[src/rtl/rgb2yuv_pkg.sv]
// rgb2yuv_pkg: BT.601 full-range coefficients, offsets, shift, latency and clamp helper
package rgb2yuv_pkg;
  localparam int K_YR = 77;
  localparam int K_YG = 150;
  localparam int K_YB = 29;
  localparam int K_UR = -43;
  localparam int K_UG = -85;
  localparam int K_UB = 128;
  localparam int K_VR = 128;
  localparam int K_VG = -107;
  localparam int K_VB = -21;
  localparam int OFF_Y = 128;
  localparam int OFF_C = 32896;
  localparam int FRAC = 8;
  localparam int LAT = 3;
  typedef logic signed [19:0] acc_t;
  typedef struct packed {
    logic [7:0] r;
    logic [7:0] g;
    logic [7:0] b;
  } rgb_t;
  function automatic logic [7:0] clamp8(input acc_t s);
    acc_t q;
    q = s >>> FRAC;
    return (q < 20'sd0) ? 8'd0 : (q > 20'sd255) ? 8'd255 : q[7:0];
  endfunction
endpackage

[src/rtl/rgb2yuv_if.sv]
// rgb2yuv_if: video stream in (sync, enable, pixel) and YUV stream out
interface rgb2yuv_if;
  logic vs_i;
  logic de_i;
  logic [23:0] rgb_i;
  logic vs_o;
  logic de_o;
  logic [7:0] y_ch_o;
  logic [7:0] u_ch_o;
  logic [7:0] v_ch_o;
  modport master (output vs_i, de_i, rgb_i, input vs_o, de_o, y_ch_o, u_ch_o, v_ch_o);
  modport slave (input vs_i, de_i, rgb_i, output vs_o, de_o, y_ch_o, u_ch_o, v_ch_o);
endinterface

[src/rtl/rgb2yuv_dot3.sv]
// rgb2yuv_dot3: two-stage signed 3-term MAC with offset, then shift and clamp to 8 bits
module rgb2yuv_dot3
  import rgb2yuv_pkg::*;
#(
  parameter int KA = 0,
  parameter int KB = 0,
  parameter int KC = 0,
  parameter int OFF = 0
) (
  input  logic       clk,
  input  logic       rst_n,
  input  logic [7:0] a,
  input  logic [7:0] b,
  input  logic [7:0] c,
  output logic [7:0] res
);
  acc_t p0, p1, p2, sum;
  // stage 1 registers the products, stage 2 the offset sum
  always_ff @(posedge clk) begin
    if (!rst_n) begin
      p0 <= '0;
      p1 <= '0;
      p2 <= '0;
      sum <= '0;
    end else begin
      p0 <= acc_t'({12'd0, a}) * acc_t'(KA);
      p1 <= acc_t'({12'd0, b}) * acc_t'(KB);
      p2 <= acc_t'({12'd0, c}) * acc_t'(KC);
      sum <= p0 + p1 + p2 + acc_t'(OFF);
    end
  end
  assign res = clamp8(sum);
endmodule

[src/rtl/rgb2yuv.sv]
// rgb2yuv: 3-stage RGB to YUV converter with optional 4:2:2 interleaved chroma
module rgb2yuv
  import rgb2yuv_pkg::*;
#(
  parameter bit CHROMA_422 = 1'b0
) (
  input logic clk_i,
  input logic rst_n_i,
  rgb2yuv_if.slave io
);
  rgb_t px;
  logic [7:0] y, u, v;
  logic [LAT-2:0] vs_d, de_d, ph_d;
  logic phase, cur_ph;
  assign px = io.rgb_i;
  // a fresh line (de_d[0] holds last cycle's de_i) always starts on Cb
  assign cur_ph = (io.de_i && !de_d[0]) ? 1'b0 : phase;
  rgb2yuv_dot3 #(.KA(K_YR), .KB(K_YG), .KC(K_YB), .OFF(OFF_Y)) u_y (
    .clk(clk_i), .rst_n(rst_n_i), .a(px.r), .b(px.g), .c(px.b), .res(y));
  rgb2yuv_dot3 #(.KA(K_UR), .KB(K_UG), .KC(K_UB), .OFF(OFF_C)) u_u (
    .clk(clk_i), .rst_n(rst_n_i), .a(px.r), .b(px.g), .c(px.b), .res(u));
  rgb2yuv_dot3 #(.KA(K_VR), .KB(K_VG), .KC(K_VB), .OFF(OFF_C)) u_v (
    .clk(clk_i), .rst_n(rst_n_i), .a(px.r), .b(px.g), .c(px.b), .res(v));
  // delay lines, phase tracking and the blanking-forced output stage
  always_ff @(posedge clk_i) begin
    if (!rst_n_i) begin
      vs_d <= '0;
      de_d <= '0;
      ph_d <= '0;
      phase <= 1'b0;
      io.vs_o <= 1'b0;
      io.de_o <= 1'b0;
      io.y_ch_o <= 8'd0;
      io.u_ch_o <= 8'd128;
      io.v_ch_o <= 8'd128;
    end else begin
      vs_d <= {vs_d[LAT-3:0], io.vs_i};
      de_d <= {de_d[LAT-3:0], io.de_i};
      ph_d <= {ph_d[LAT-3:0], cur_ph};
      if (io.de_i) phase <= ~cur_ph;
      io.vs_o <= vs_d[LAT-2];
      io.de_o <= de_d[LAT-2];
      io.y_ch_o <= de_d[LAT-2] ? y : 8'd0;
      io.u_ch_o <= !de_d[LAT-2] ? 8'd128 : (CHROMA_422 && ph_d[LAT-2]) ? v : u;
      io.v_ch_o <= (!de_d[LAT-2] || CHROMA_422) ? 8'd128 : v;
    end
  end
endmodule

[src/flat_wrapper.sv]
// flat-port wrapper written by rule: the top's interface ports become plain ports
module rgb2yuv_flat import rgb2yuv_pkg::*;
#(
  parameter bit CHROMA_422 = 1'b0
)
  (clk_i, rst_n_i, io_vs_i, io_de_i, io_rgb_i, io_vs_o, io_de_o, io_y_ch_o, io_u_ch_o, io_v_ch_o);
  rgb2yuv_if io_i ();
  input logic clk_i;
  input logic rst_n_i;
  input wire logic [$bits(io_i.vs_i)-1:0] io_vs_i;
  input wire logic [$bits(io_i.de_i)-1:0] io_de_i;
  input wire logic [$bits(io_i.rgb_i)-1:0] io_rgb_i;
  output wire logic [$bits(io_i.vs_o)-1:0] io_vs_o;
  output wire logic [$bits(io_i.de_o)-1:0] io_de_o;
  output wire logic [$bits(io_i.y_ch_o)-1:0] io_y_ch_o;
  output wire logic [$bits(io_i.u_ch_o)-1:0] io_u_ch_o;
  output wire logic [$bits(io_i.v_ch_o)-1:0] io_v_ch_o;
  assign io_i.vs_i = io_vs_i;
  assign io_i.de_i = io_de_i;
  assign io_i.rgb_i = io_rgb_i;
  assign io_vs_o = io_i.vs_o;
  assign io_de_o = io_i.de_o;
  assign io_y_ch_o = io_i.y_ch_o;
  assign io_u_ch_o = io_i.u_ch_o;
  assign io_v_ch_o = io_i.v_ch_o;
  rgb2yuv #(.CHROMA_422(CHROMA_422)) u_core (.clk_i(clk_i), .rst_n_i(rst_n_i), .io(io_i));
endmodule
[config.mk]
export PLATFORM = sky130hd
export DESIGN_NAME = rgb2yuv_flat
export DESIGN_NICKNAME = d
export VERILOG_FILES = /design/src/rtl/rgb2yuv_pkg.sv /design/src/rtl/rgb2yuv_if.sv /design/src/rtl/rgb2yuv_dot3.sv /design/src/rtl/rgb2yuv.sv /design/src/flat_wrapper.sv
export SDC_FILE = /design/constraint.sdc
export NUM_CORES = 1
export LEC_CHECK = 0
export ABC_AREA = 1
export BUFFER_PORTS_ARGS = -buffer_cell sky130_fd_sc_hd__buf_2
export CAP_MARGIN = 20
export CORE_MARGIN = 5
export CORE_UTILIZATION = 50
export DETAILED_ROUTE_END_ITERATION = 16
export GPL_ROUTABILITY_DRIVEN = 0
export PLACE_DENSITY_LB_ADDON = 0.3
export SLEW_MARGIN = 20
export SYNTH_ARGS = -nofsm -noshare
export SYNTH_HDL_FRONTEND = slang
export SYNTH_SLANG_ARGS = --single-unit
[constraint.sdc]
create_clock -name clk_i -period 4.35 [get_ports clk_i]
set_input_delay 0.2175 -clock clk_i [delete_from_list [all_inputs] [get_ports clk_i]]
set_output_delay 0.2175 -clock clk_i [all_outputs]
set_load 0.005 [all_outputs]
Word level (Yosys, flattened, before mapping)
Index checks and enable logic that the tools add are counted.
{"block": "totals", "inputBits": 28, "out_inout_bits": 26, "word_cells": 57, "ff_bits": 270}
{"block": "classes", "addsub": 9, "magnitude_cmp": 6, "n_bitwise": 2, "mul": 7, "n_mux": 5, "n_reduce_logical": 4}
{"cell": "adder 20 bit", "count": 6}
{"cell": "adder 20 x 17 -> 20 bit (second input constant)", "count": 2}
{"cell": "two-way mux 8 bit", "count": 5}
{"cell": "> comparator 12 x 9 -> 1 bit (second input constant)", "count": 3}
{"cell": "less-than comparator 12 x 1 -> 1 bit (second input constant)", "count": 3}
{"cell": "multiplier 9 x 8 -> 17 bit (second input constant)", "count": 2}
{"cell": "multiplier 8 x 7 -> 15 bit (second input constant)", "count": 2}
{"cell": "adder 20 x 9 -> 20 bit (second input constant)", "count": 1}
{"cell": "multiplier 9 x 7 -> 16 bit (second input constant)", "count": 1}
{"cell": "multiplier 9 x 6 -> 15 bit (second input constant)", "count": 1}
{"cell": "multiplier 8 x 5 -> 13 bit (second input constant)", "count": 1}
{"cell": "OR reduction 3 bit", "count": 3}
{"cell": "NOT 1 bit", "count": 2}
{"cell": "AND reduction 2 bit", "count": 1}

Depth between registers and ports, before layout
Gate-level depths: netlist of run 1.
{"block": "logic_depth", "word_depth": 3, "mapped_depth": 17, "depth_no_buf": 17}

Cells and area by module
A second synthesis of run 1 with hierarchy kept.
{"block": "unflattened", "cells_unflattened": 2187, "area_unflattened_um2": 17115.2}
{"mod": "rgb2yuv_dot3 (u_core.u_y)", "instances": 1, "area_each_um2": 5878.1, "seq_area_each_um2": 1061.0, "cells_each": 799}
{"mod": "rgb2yuv_dot3 (u_core.u_u)", "instances": 1, "area_each_um2": 5351.4, "seq_area_each_um2": 1061.0, "cells_each": 668}
{"mod": "rgb2yuv_dot3 (u_core.u_v)", "instances": 1, "area_each_um2": 5016.1, "seq_area_each_um2": 1041.0, "cells_each": 627}
{"mod": "rgb2yuv", "instances": 1, "area_each_um2": 869.6, "seq_area_each_um2": 600.6, "cells_each": 93}

Worst setup path before layout of run 1
No wires, ideal clock.
{"block": "synth_timing", "path_type": "input-to-reg", "from": "in io_rgb_i[9]", "to": "reg u_core.u_u.p1[13]", "setup_slack_ns": 1.007, "setup_ns": 0.113, "n_path_buf": 0, "arrival_time_ns": 3.230, "stages": 14, "t_required_ns": 4.237, "path_cell_list": "inv_1 ha_1 fa_1 fa_1 inv_1 fa_1 inv_1 ha_1 a21oi_1 o21ai_1 a21oi_1 o21ai_1 nor2_1 nor2_1"}
{"block": "synth_via", "elab_chain_cells": 1}
{"item": "from (decl)", "line": "flat_wrapper.sv:12", "source": "input wire logic [$bits(io_i.rgb_i)-1:0] io_rgb_i;"}
{"item": "multiplier 9 x 8 -> 17 bit", "line": "rgb2yuv_dot3.sv:27", "source": "p1 <= acc_t'({12'd0, b}) * acc_t'(KB);"}
{"item": "to (signal assigned)", "line": "rgb2yuv_dot3.sv:27"}
{"item": "to (decl)", "line": "rgb2yuv_dot3.sv:17", "source": "acc_t p0, p1, p2, sum;"}
No other way between the ends.
A chain may end at the register's enable or synchronous reset.

Worst setup path after layout of run 1
{"block": "layout_timing", "from": "in io_rgb_i[12]", "to": "reg u_core.u_v.p1[12]"}
{"block": "layout_via", "elab_chain_cells": 1}
{"item": "multiplier 9 x 8 -> 17 bit", "line": "rgb2yuv_dot3.sv:27"}
{"item": "to (signal assigned)", "line": "rgb2yuv_dot3.sv:27"}
{"item": "to (decl)", "line": "rgb2yuv_dot3.sv:17"}
No other way between the ends.

==> metrics.cfg, run 1 <==
[route]
wl_met3_mm=1.62
via_per_inst=5.16
wl_met1_mm=16.2
wirelength_mm=34.7
ant_nets=0
dr.pass1.iters=6
first_iter_violations=811
avgRoutedWirePerCell_um=14.5
vias=12300
top_signal_layer_used=met4
dr_wl_met2_mm=16.4
drc_errors=0

[pwr]
power.ir.vdd_worst_v=0.000397
pwr_density_cell_nw_per_um2=547
cellLeakagePower_nw=9.61
sw_frac_of_total=0.467
clockPowerShare=0.179
intPower_w=0.00498
netSwitchingPower_w=0.00437
p_total_w=0.00935
power_frac_comb=0.583
pwr-share-seq=0.238

[sta]
final_max_slew_viol_count=0
setup_viol=0
setup_tns_ns=0
period_needed_ns=3.43
fmax_ghz=0.291
grt_setup_unrepaired=false
max_slew_margin=0.266
finClkSkew_ns=0.0126
tightestPinTransition_ns=1.09
fin_crit_sh=0.790
hold_viol_final=0

[global_routing]
overflow=0
antenna_found_initial=1
grt_max_degree=75
track_usage=0.202
grt_pass1_vias=12000
grt_pass1_wl_mm=58.2

[clock_tree]
tritoncts=built
insertion_delay_ns=0.44
clk_pin_slew_ns=0.07
cts_buffers=17
root_buffer=clkbuf_16
cts_sinks=176
cts-hold-fix-buffers=2
post_cts_buffers=0
cts_htree_levels=4
cts_resized=0
cts_buffer_depth=2

[critical_path]
path_class=in2reg
r2r_cells=13
cp_data_required_time_ns=4.69
crit_path_end_kind=flip-flop
path_cells=buf_2 -> inv_1 -> ha_1 -> inv_1 -> fa_1 -> inv_1 -> fa_1 -> fa_1 -> inv_1 -> ha_1 -> nand2_1 -> o21ai_0 -> a21oi_1 -> o21ai_0 -> nand2_1 -> nand2_1 -> nor2_1
arrival_ns=3.77
reg2reg_from=u_core.u_v.p0[8]$_SDFF_PN0_
cp_common_cell=inv_1
critPathMaxStageDelay_ns=0.55
crit_path_max_fanout=9
cp-startpoint=io_rgb_i[12]
slowest_stage=fa_1
cp-start-kind=input pin

[status]
status=completed

[layout]
area_delta_synth_final_pct=8.68
fin_area_um2=17100
fillers=2873
drive_gt1_frac=0.0579
final_core_util=0.546
nets=2468
instances_no_fill=2390

[synth]
synth_edf_count=0
yosys.area.top_type=ha_1
synthCells=1918
synth_warnings=0
synth_most_common_cell=ha_1
synth_ff_type=dfxtp_1
syn_nets=2412
netlist_top_cells_count=ha_1, inv_1, nand2_1, a21oi_1, dfxtp_1
synth_async_sr_flop_share=0
syn-cell-area_um2=15700
synth_area_leaders=ha_1, dfxtp_1, fa_1
ys_seq_area_frac=0.224
synth.top_cell.area_share=0.292
ys_types=40
ys_seq_elements=176
syn_area_per_cell_um2=8.21

[placement]
place_hpwl_mm=28.7
dp.cells=2355
placedInstanceArea_um2=16400
io_buffers=53

[floorplan]
die_w_um=187
core_area_um2=31300
die_h_um=187
initial_utilization=0.503
rows=65
io_pins=54
dieArea_um2=35100

[hold_path]
hp-class=in2reg
hp-start=io_rgb_i[16]
min_delay_path_depth=3

[job]
max_cap_violations=0

stage by stage:
stage,worst slack (ns),hold slack [ns]
floorplan,1.01,0.311
global placement,0.596,0.394
detailed placement,0.474,0.404
CTS,0.953,0.0501
global route,0.708,0.0816
finish,0.916,0.0755
registers in the layout, indices dropped and copies added (netlist names), 10 cells and up:
register / flops
u_core.u_y.p2: 11
u_core.u_y.p0: 12
u_core.u_v.p2: 15
u_core.u_v.sum: 12
u_core.u_u.sum: 12
u_core.u_u.p0: 14
u_core.u_v.p1: 17
u_core.u_u.p1: 16
u_core.u_y.p1: 12
u_core.u_y.sum: 10
critical path, delay by kind of cell:
family,cells,cell delay [ns]
adders and majority gates,5,2.20
AOI/OAI and AO/OA,3,0.58
buffers and inverters,5,0.49
and+or+nand+nor,4,0.28
routing by layer:
layer / vias to the layer above / track usage
met5: - / 0
met4: 0 / 0.0443
met3: 38 / 0.0338
met2: 259 / 0.344
met1: 5675 / 0.271
li1: 6362 / -
power groups by stage:
| stage | clock [W] | combinational, W | sequential [W] |
|---|---|---|---|
| floorplan | 0 | 0.00416 | 0.00216 |
| global placement | 0 | 0.00526 | 0.00226 |
| detailed placement | 0 | 0.00532 | 0.00227 |
| CTS | 0.00171 | 0.00541 | 0.00223 |
| global route | 0.00177 | 0.00631 | 0.00226 |
| finish | 0.00167 | 0.00545 | 0.00223 |
cell type report:
type                            instances  area [µm²]  area share
Tap cell                              402         503      0.0294
Clock inverter                         15         225      0.0132
Inverter                              363        1360      0.0796
Multi-Input combinational cell       1360       10800       0.630
Antenna cell                            1        2.50    0.000146
Timing Repair Buffer                   56         295      0.0173
Sequential cell                       176        3520       0.206
Clock buffer                           17         425      0.0249
kinds of logic after synthesis:
logic type | count (synthesis) | synth area share
buffers and inverters | 382 | 0.0920
DFF | 176 | 0.224
adders and majority gates | 466 | 0.418
AOI/OAI and AO/OA | 353 | 0.121
and+or+nand+nor | 539 | 0.144
xor gates and xnor gates | 2 | 0.00111
path summary, 6_finish.rpt:
| kind | slack [ns] | end |
|---|---|---|
| max reg2reg | 1.53 | u_core.u_v.sum[19]$_SDFF_PN0_ |
| max | 0.92 | u_core.u_v.p1[12]$_SDFF_PN0_ |
| min | 0.08 | u_core.u_v.p0[7]$_SDFF_PN0_ |
| min reg2reg | 0.42 | u_core.vs_d[1]$_SDFF_PN0_ |
layout by cell type, fill, tap and decap left out, types with 18 or more instances in the layout:
cell type	n
fa_1	99
inv_1	360
o21ai_0	97
a21oi_1	187
nand3_1	61
buf_2	52
nand2_1	288
ha_1	367
nor2_1	137
o21a_1	18
dfxtp_1	176
Note: power is estimated with default switching activity, not from simulation.
==> inputs of run 2 (changes only) <==
clock period = 3 ns   (was 4.35 ns; I/O delays follow)
==> run 2 against run 1 <==
  * Via count grew 4.0%
  * Critical path depth down 1
  * Worst setup slack lost 0.83 ns
  * Combinational power rose by 62%
  * Clock skew shrank 0.0038 ns
  * Worst hold slack lost 0.0079 ns
  * Sequential power up 44%
  * Clock-buffer cell count rose by 2
  * Non-clock buffer count up 133
  * Register-to-register slack worse by 1.2 ns
==> metrics.cfg, run 2 (synthesis results as in run 1) <==
[pwr]
cellLeakagePower_nw=10.2  ; was 9.61 nW
power.ir.vdd_worst_v=0.000428  ; was 0.000397 V
netSwitchingPower_w=0.00656  ; was 0.00437 W
intPower_w=0.00764  ; was 0.00498 W
pwr-share-seq=0.227  ; was 0.238
clockPowerShare=0.150  ; was 0.179
pwr_density_cell_nw_per_um2=780  ; was 547 nW/µm²
sw_frac_of_total=0.462  ; was 0.467
power_frac_comb=0.623  ; was 0.583

[global_routing]
grt_use_met1=0.279  ; was 0.271
track_usage=0.210  ; was 0.202
grt.busiest_layer=met2  ; unchanged
overflow=0  ; unchanged
antenna_found_initial=0  ; was 1
grt.met2_usage=0.359  ; was 0.344
grt_max_degree=111  ; was 75
grt_pass1_vias=12700  ; was 12000
grt_pass1_wl_mm=61.0  ; was 58.2 mm
grt_use_met3=0.0250  ; was 0.0338

[hold_path]
hp-class=in2reg  ; unchanged

[critical_path]
crit_path_max_fanout=5  ; was 9
worst-r2r-setup-slack_ns=0.30  ; was 1.53 ns
arrival_ns=3.27  ; was 3.77 ns
critPathCapture=u_core.u_v.p1[13]$_SDFF_PN0_  ; was u_core.u_v.p1[12]$_SDFF_PN0_
path_cells=clkbuf_4 -> inv_1 -> ha_4 -> inv_1 -> fa_1 -> inv_1 -> fa_1 -> fa_1 -> inv_1 -> ha_4 -> nand2_1 -> o21ai_1 -> nand2_1 -> nand4_1 -> o21ai_0 -> a21oi_1  ; was buf_2 -> inv_1 -> ha_1 -> inv_1 -> fa_1 -> inv_1 -> fa_1 -> fa_1 -> inv_1 -> ha_1 -> nand2_1 -> o21ai_0 -> a21oi_1 -> o21ai_0 -> nand2_1 -> nand2_1 -> nor2_1
cp-start-kind=input pin  ; unchanged
crit_path_end_kind=flip-flop  ; unchanged
path_class=in2reg  ; unchanged
r2r_cells=10  ; was 13
cp_common_cell=inv_1  ; unchanged
cp_data_required_time_ns=3.36  ; was 4.69 ns
cp-startpoint=io_rgb_i[12]  ; unchanged
reg2reg_from=u_core.u_u.p1[14]$_SDFF_PN0_  ; was u_core.u_v.p0[8]$_SDFF_PN0_
critPathMaxStageDelay_ns=0.49  ; was 0.55 ns
r2r-end=u_core.u_u.sum[19]$_SDFF_PN0_  ; was u_core.u_v.sum[19]$_SDFF_PN0_
slowest_stage=fa_1  ; unchanged

[layout]
reg_top3=u_core.u_v.p1 x17, u_core.u_u.p1 x16, u_core.u_v.p2 x15  ; unchanged
top_register=u_core.u_v.p1  ; unchanged
drive_gt1_frac=0.130  ; was 0.0579
layout_common_cells=ha_1, inv_1, nand2_1, a21oi_1, dfxtp_1  ; unchanged
area_delta_synth_final_pct=15.7  ; was 8.68%
nets=2601  ; was 2468
largest_register_ffs=17  ; unchanged
antennaDiodeCount=0  ; was 1
fillers=2759  ; was 2873
layout_commonest_cell=ha_1  ; unchanged
final_core_util=0.582  ; was 0.546

[sta]
period_needed_ns=2.91
hold_viol_final=0  ; unchanged
fmax_ghz=0.344
final_max_slew_viol_count=0  ; unchanged
hold_ws_ns=0.0675  ; was 0.0755 ns
finClkSkew_ns=0.00885  ; was 0.0126 ns
fin_crit_sh=0.970
tightestPinTransition_ns=1.12  ; was 1.09 ns
setup_viol=0  ; unchanged
max_slew_margin=0.255  ; was 0.266

[floorplan]
io_pins=54  ; unchanged
initial_utilization=0.503  ; unchanged
die_w_um=187  ; unchanged
core_area_um2=31300  ; unchanged
rows=65  ; unchanged
die_h_um=187  ; unchanged
dieArea_um2=35100  ; unchanged

[clock_tree]
insertion_delay_ns=0.43  ; was 0.44 ns
cts_buffers=17  ; unchanged
cts_buffer_depth=2  ; unchanged
root_buffer=clkbuf_16  ; unchanged
cts_sinks=176  ; unchanged
tritoncts=built  ; unchanged
clk_pin_slew_ns=0.07  ; about the same
cts_htree_levels=4  ; unchanged

[placement]
place_hpwl_mm=30.3  ; was 28.7 mm
io_buffers=53  ; unchanged

[route]
vias=12800  ; was 12300
drc_errors=0  ; unchanged
wirelength_mm=35.9  ; was 34.7 mm
ant_nets=0  ; unchanged
first_iter_violations=857  ; was 811
dr.pass1.iters=6  ; unchanged
avgRoutedWirePerCell_um=14.2  ; was 14.5 µm
via_per_inst=5.09  ; was 5.16

[status]
status=completed  ; unchanged

[job]
max_cap_violations=0  ; unchanged

-- run 2: changes by cell type in the layout (fill, tap and decap cells not counted), sizes merged --
cell,before,now
clkinvlp,1,4
diode,1,0
buf,54,186
clkbuf,17,20
bufinv,4,1
inv,368,365
clkinv,5,6
-- run 2: metrics by stage --
step | setup TNS [ns] | cell area [µm²] | total power (W) | instances | setup WS (ns)
after CTS | 0 | 18100 | 0.0141 | 2522 | 0.0467
after floorplan | -0.00678 | 15800 | 0.00924 | 1918 | -0.00678
after global placement | -8.00 | 17500 | 0.0116 | 2488 | -0.315
final | 0 | 18200 | 0.0142 | 2522 | 0.0890
after global routing | -0.0272 | 18200 | 0.0157 | 2522 | -0.0176
after detailed placement | -10.56 | 17500 | 0.0118 | 2488 | -0.412
-- run 2: worst max-delay path: cells and delay by family --
kind | cells | cell delay, ns
buf+inv | 5 | 0.39
compound gates | 3 | 0.44
fa+ha+maj | 5 | 1.98
simple gates | 3 | 0.29
-- run 2: how the worst min path moves through the flow --
stage | from | end | cells after the start
after CTS | rst_n_i | u_core.vs_d[1]$_SDFF_PN0_ | 3
final | rst_n_i | u_core.io.vs_o$_SDFF_PN0_ | 3
after detailed placement | io_vs_i | u_core.vs_d[0]$_SDFF_PN0_ | 3
after floorplan | io_rgb_i[3] | u_core.u_u.p2[10]$_SDFF_PN0_ | 2
after global placement | io_vs_i | u_core.vs_d[0]$_SDFF_PN0_ | 3
after global routing | rst_n_i | u_core.vs_d[1]$_SDFF_PN0_ | 3
-- run 2: repair_timing --
| action | in CTS | in global routing |
|---|---|---|
| hold buffers | 2 | 0 |
| endpoints found under the hold margin | 2 | 0 |
| buffers inserted | 0 | 0 |
| gates resized for setup | 0 | 20 |
| endpoints found under the setup margin | 0 | 13 |
-- run 2: routing by layer --
layer  part of all wire  up-vias
met2               0.47      260
met1               0.47     5887
met4              0.023        0
li1                   -     6633
met3              0.032       50
met5                  0        -
-- run 2: power groups by stage --
stage	logic [W]	clock network (W)	registers, W
after global placement	0.00838	0	0.00327
final	0.00885	0.00214	0.00322
after global routing	0.0101	0.00228	0.00327
after floorplan	0.00611	0	0.00313
after CTS	0.00869	0.00218	0.00323
after detailed placement	0.00853	0	0.00328
-- run 2: area by class of cell --
cell class                      instances  area [µm²]  share of cell area
Inverter                              363        1370              0.0750
Timing Repair Buffer                  189        1320              0.0725
Clock inverter                         13         130             0.00714
Tap cell                              402         503              0.0276
Multi-Input combinational cell       1360       10900               0.600
Sequential cell                       176        3520               0.193
Clock buffer                           19         443              0.0243
